==> src/rtl/pipe_stage_reg.sv <==
// Pipeline stage register with valid/ready handshake on both sides.
// Default build: one entry, in_ready = !out_valid || out_ready (combinational).
// With PIPE_STAGE_SKID_BUF_EN defined: two entries (head + skid). in_ready then
// depends only on the skid valid flop, which removes the out_ready->in_ready path.
// A flush squashes every held entry. It takes priority over accept and drain.
// While out_valid is low, out_ctrl reads as zero, so a bubble acts as a NOP.
module pipe_stage_reg #(
  parameter int unsigned DATA_W = 133,
  parameter int unsigned CTRL_W = 8
) (
  input  logic              clk,
  input  logic              rst,
  input  logic              in_valid,
  output logic              in_ready,
  input  logic [DATA_W-1:0] in_data,
  input  logic [CTRL_W-1:0] in_ctrl,
  input  logic              flush,
  output logic              out_valid,
  input  logic              out_ready,
  output logic [DATA_W-1:0] out_data,
  output logic [CTRL_W-1:0] out_ctrl,
  output logic [1:0]        occupancy
);

  logic              head_valid_q, head_valid_d;
  logic [DATA_W-1:0] head_data_q, head_data_d;
  logic [CTRL_W-1:0] head_ctrl_q, head_ctrl_d;

  logic accept;
  logic drain;

  assign accept = in_valid & in_ready;
  assign drain  = head_valid_q & out_ready;

`ifdef PIPE_STAGE_SKID_BUF_EN

  logic              skid_valid_q, skid_valid_d;
  logic [DATA_W-1:0] skid_data_q, skid_data_d;
  logic [CTRL_W-1:0] skid_ctrl_q, skid_ctrl_d;

  // Upstream sees only the skid flop. The skid absorbs the one entry that arrives
  // after the head stalls.
  assign in_ready  = ~skid_valid_q;
  assign occupancy = {1'b0, head_valid_q} + {1'b0, skid_valid_q};

  // Next-state: refill the head from the skid on drain, else spill a new entry into the skid.
  always_comb begin
    head_valid_d = head_valid_q;
    head_data_d  = head_data_q;
    head_ctrl_d  = head_ctrl_q;
    skid_valid_d = skid_valid_q;
    skid_data_d  = skid_data_q;
    skid_ctrl_d  = skid_ctrl_q;
    if (flush) begin
      // Payload is left stale on purpose; only the valid flags matter.
      head_valid_d = 1'b0;
      skid_valid_d = 1'b0;
    end else if (drain) begin
      if (skid_valid_q) begin
        // in_ready is low whenever the skid is full, so no accept can happen here.
        head_valid_d = 1'b1;
        head_data_d  = skid_data_q;
        head_ctrl_d  = skid_ctrl_q;
        skid_valid_d = 1'b0;
      end else begin
        head_valid_d = accept;
        if (accept) begin
          head_data_d = in_data;
          head_ctrl_d = in_ctrl;
        end
      end
    end else if (accept) begin
      if (head_valid_q) begin
        skid_valid_d = 1'b1;
        skid_data_d  = in_data;
        skid_ctrl_d  = in_ctrl;
      end else begin
        head_valid_d = 1'b1;
        head_data_d  = in_data;
        head_ctrl_d  = in_ctrl;
      end
    end
  end

  // State register for the skid entry; an asynchronous reset clears it.
  always_ff @(posedge clk or posedge rst) begin
    if (rst) begin
      skid_valid_q <= 1'b0;
      skid_data_q  <= '0;
      skid_ctrl_q  <= '0;
    end else begin
      skid_valid_q <= skid_valid_d;
      skid_data_q  <= skid_data_d;
      skid_ctrl_q  <= skid_ctrl_d;
    end
  end

`else

  // Single entry: accept when empty or draining this cycle.
  assign in_ready  = ~head_valid_q | out_ready;
  assign occupancy = {1'b0, head_valid_q};

  // Next-state: load on accept, which also covers accept together with drain;
  // otherwise empty on drain.
  always_comb begin
    head_valid_d = head_valid_q;
    head_data_d  = head_data_q;
    head_ctrl_d  = head_ctrl_q;
    if (flush) begin
      head_valid_d = 1'b0;
    end else if (accept) begin
      head_valid_d = 1'b1;
      head_data_d  = in_data;
      head_ctrl_d  = in_ctrl;
    end else if (drain) begin
      head_valid_d = 1'b0;
    end
  end

`endif

  // State register for the head entry; an asynchronous reset clears it.
  always_ff @(posedge clk or posedge rst) begin
    if (rst) begin
      head_valid_q <= 1'b0;
      head_data_q  <= '0;
      head_ctrl_q  <= '0;
    end else begin
      head_valid_q <= head_valid_d;
      head_data_q  <= head_data_d;
      head_ctrl_q  <= head_ctrl_d;
    end
  end

  // Outputs: control bits are masked during bubbles so downstream sees a NOP.
  always_comb begin
    out_valid = head_valid_q;
    out_data  = head_data_q;
    out_ctrl  = head_valid_q ? head_ctrl_q : '0;
  end

endmodule

==> config.mk <==
export PLATFORM = sky130hd
export DESIGN_NAME = pipe_stage_reg
export DESIGN_NICKNAME = d
export VERILOG_FILES = /design/src/rtl/pipe_stage_reg.sv
export SDC_FILE = /design/constraint.sdc
export NUM_CORES = 1
export LEC_CHECK = 0
export CAP_MARGIN = 20
export CORE_MARGIN = 5
export CORE_UTILIZATION = 35
export DETAILED_ROUTE_END_ITERATION = 12
export PLACE_DENSITY = 0.76
export SLEW_MARGIN = 20
export SYNTH_ARGS = -nofsm -noshare
export SYNTH_HDL_FRONTEND = slang
export SYNTH_SLANG_ARGS = --single-unit
==> constraint.sdc <==
create_clock -name clk -period 4.85 [get_ports clk]
set_input_delay 0.97 -clock clk [delete_from_list [all_inputs] [get_ports clk]]
set_output_delay 0.97 -clock clk [all_outputs]
set_load 0.05 [all_outputs]
==> flow_summary.yaml <==
run_status:
  outcome: "completed"
clocking:
  tritoncts: "built"
  h_tree_levels: 4
  worst_skew_pair.late_latency_ns: 0.40
  numClockSinks: 142
  cts_max_path_buffers: 2
  cts_setup_buffers: 0
  post_cts_hold_buffer_count: 0
  cts-buffers-inserted: 17
  clk_transition_reported_paths_ns: 0.05
  cts.repair.resized: 0
  cts.root.buffer_cell: "sky130_fd_sc_hd__clkbuf_16"
sta:
  worstMarginPinSlew_ns: 0.814
  timing_hold_violations_final: 0
  fin_crit_ns: 3.48
  setup_repair_after_global_routing_missed_its_margin: "no"
  finalHoldWorstSlack_ns: 0.473
  fmax_mhz: 287
  final-max-slew-violation-count: 0
  setup-tns-final_ns: 0
  timing.final.setup_violations: 0
  layout_worst_path_cycle_share: 0.717
  slew_headroom: 0.457
  fin_worst_skew_ns: 0.00689
critical_path:
  worst-path-max-fanout: 3
  worst-endpoint-required_ns: 3.88
  critical_path.top_delay_family: "buffers and inverters"
  cpMostUsedCell: "sky130_fd_sc_hd__clkdlybuf4s50_1"
  cp_cell_sequence: "clkdlybuf4s50_1 -> and2b_1 -> inv_1 -> clkdlybuf4s50_1"
  critPathArrivalTime_ns: 2.51
  slowest_delay_ns: 0.80
  endpoint_kind: "primary output"
  path_buf_inv: 3
  worst_path_max_delay_cell: "sky130_fd_sc_hd__clkdlybuf4s50_1"
  cp-start-kind: "input pin"
  worstSetupPathType: "input pin to primary output"
detailed_routing:
  vias_per_cell: 4.54
  average_routed_wire_per_standard_cell_um: 17.5
  route.vias.total: 3683
  dr.pass1.iters: 4
  ant_nets_after_route: 0
  post-route-drc-count: 0
  dr.first_iter.drc_count: 109
  detail_route.wirelength_um: 14200
logic_synthesis:
  synth_area_mm2: 0.00539
  synth-xor-area-share: 0
  mappedNetlistNets: 461
  ys_top_cells_by_area: "sky130_fd_sc_hd__dfrtp_1 (66%), sky130_fd_sc_hd__mux2_1 (19%), sky130_fd_sc_hd__mux2_2 (11%)"
  post_synth_fa_ha_maj_area_fraction: 0
  ys_ff_latch: 142
  netlist.top_cell.by_area: "sky130_fd_sc_hd__dfrtp_1"
  synth_simple_gate_area_frac: 0.0156
  netlist-cell-type-count: 12
  synthesis.instances: 315
  synth_compound_area_frac: 0
  synth_top_family_by_area: "multiplexers"
  ys_seq_area_frac: 0.659
  yosys-mux-area-fraction: 0.295
  post-synth-top-area-fraction: 0.659
  yosys_warnings: 0
  syn-mean-instance-area_um2: 17.1
layout:
  final_core_util: 0.592
  mostFrequentLayoutCell: "sky130_fd_sc_hd__clkdlybuf4s50_1"
  post_route_cells_drive_above_1_share: 0.138
  finish.net_count: 756
  layout-area-overhead-vs-synth_pct: 66.4
  antenna_cells: 0
  layout.cells.most_common_list: "sky130_fd_sc_hd__clkdlybuf4s50_1 (289), sky130_fd_sc_hd__dfrtp_1 (142), sky130_fd_sc_hd__mux2_1 (90)"
die:
  die_height_um: 134
  start_util: 0.356
  die_x_um: 134
  rows: 45
  die_area_mm2: 0.0180
  core-area_mm2: 0.0151
  num_io_pins: 291
power_and_ir_drop:
  maximum_resistive_drop_on_vdd_uv: 279
  reported_leakage_power_nw: 3.69
  report.power.total_mw: 4.18
  power_per_cell_area_mw_per_mm2: 467
global_routing:
  grt_use_total: 0.161
  global_route.overflow_total: 0
  grt_start_max_net_pins: 105
  grt_pass1_vias: 4162
  antenna_found_initial: 0
  first_pass_grt_wire_length_um: 22700
hold_path:
  worst_hold_path_type: "register to register"
run:
  maxCapViolCount: 0
placement:
  gp_congestion: 0.706
  port-buffer-count: 289
  hpwlAfterDp_um: 10600
==> cell type report <==
type	count	area (µm²)
clock inverters	10	90.1
repair buffers	293	2940
flip-flops and latches	142	3550
inverters	2	12.5
multi-input cells	154	1680
clock buffers	22	464
fillers	1185	6180
well taps	188	235
==> synthesized netlist by cell type, drive strengths merged <==
cell type  number
and2            8
and2b           1
buf            17
conb            1
dfrtp         142
inv             2
mux2          141
nor2            2
nor3b           1
==> cells by family after synthesis <==
group,after synthesis
other,1
flip-flops,142
buffers and inverters,19
AND/OR/NAND/NOR,12
multiplexers,141
==> metal layers <==
metal,routed length [µm],global-route usage
met5,0,0
met4,131,0.0458
met3,1470,0.0758
met2,7150,0.277
met1,5450,0.178
==> registers in the layout (all words and copies together) (netlist names) <==
register and cells:
out_data 133, head_ctrl_q 8, out_valid 1
==> power breakdown <==
group / internal, mW / switching [mW]
Clock: 0.730 / 0.470
Sequential: 1.39 / 0.102
Combinational: 0.562 / 0.932
==> path summary, 6_finish.rpt <==
path                                              endpoint                  startpoint  slack (ns)  depth (start not counted)
worst max-delay path                              in_ready                   out_ready        1.37                          4
worst min-delay path            head_ctrl_q[6]$_DFFE_PP0P_  head_ctrl_q[6]$_DFFE_PP0P_        0.47                          1
worst max register to register   out_data[105]$_DFFE_PP0P_       out_valid$_DFFE_PP0P_        2.71                          4
worst min register to register  head_ctrl_q[6]$_DFFE_PP0P_  head_ctrl_q[6]$_DFFE_PP0P_        0.47                          1
max in group asynchronous         out_data[20]$_DFFE_PP0P_                         rst        2.86                          3
min in group asynchronous         out_data[59]$_DFFE_PP0P_                         rst        1.12                          2
==> worst reg2reg max path: cells and delay by family (launching register included) <==
| family | cells | cell delay, ns |
|---|---|---|
| buffers and inverters | 1 | 0.42 |
| DFF | 1 | 0.52 |
| muxes | 1 | 0.53 |
| and+or+nand+nor | 2 | 0.54 |
==> metrics by stage <==
step	area, µm²	std cells	setup slack (ns)
2_1_floorplan	5390	315	0.0704
3_3_place_gp	8410	779	1.36
3_5_place_dp	8410	779	1.36
4_1_cts	8970	811	1.36
5_1_grt	8970	811	1.32
6_report	8970	811	1.37
Note: power is estimated with default switching activity, not from simulation.
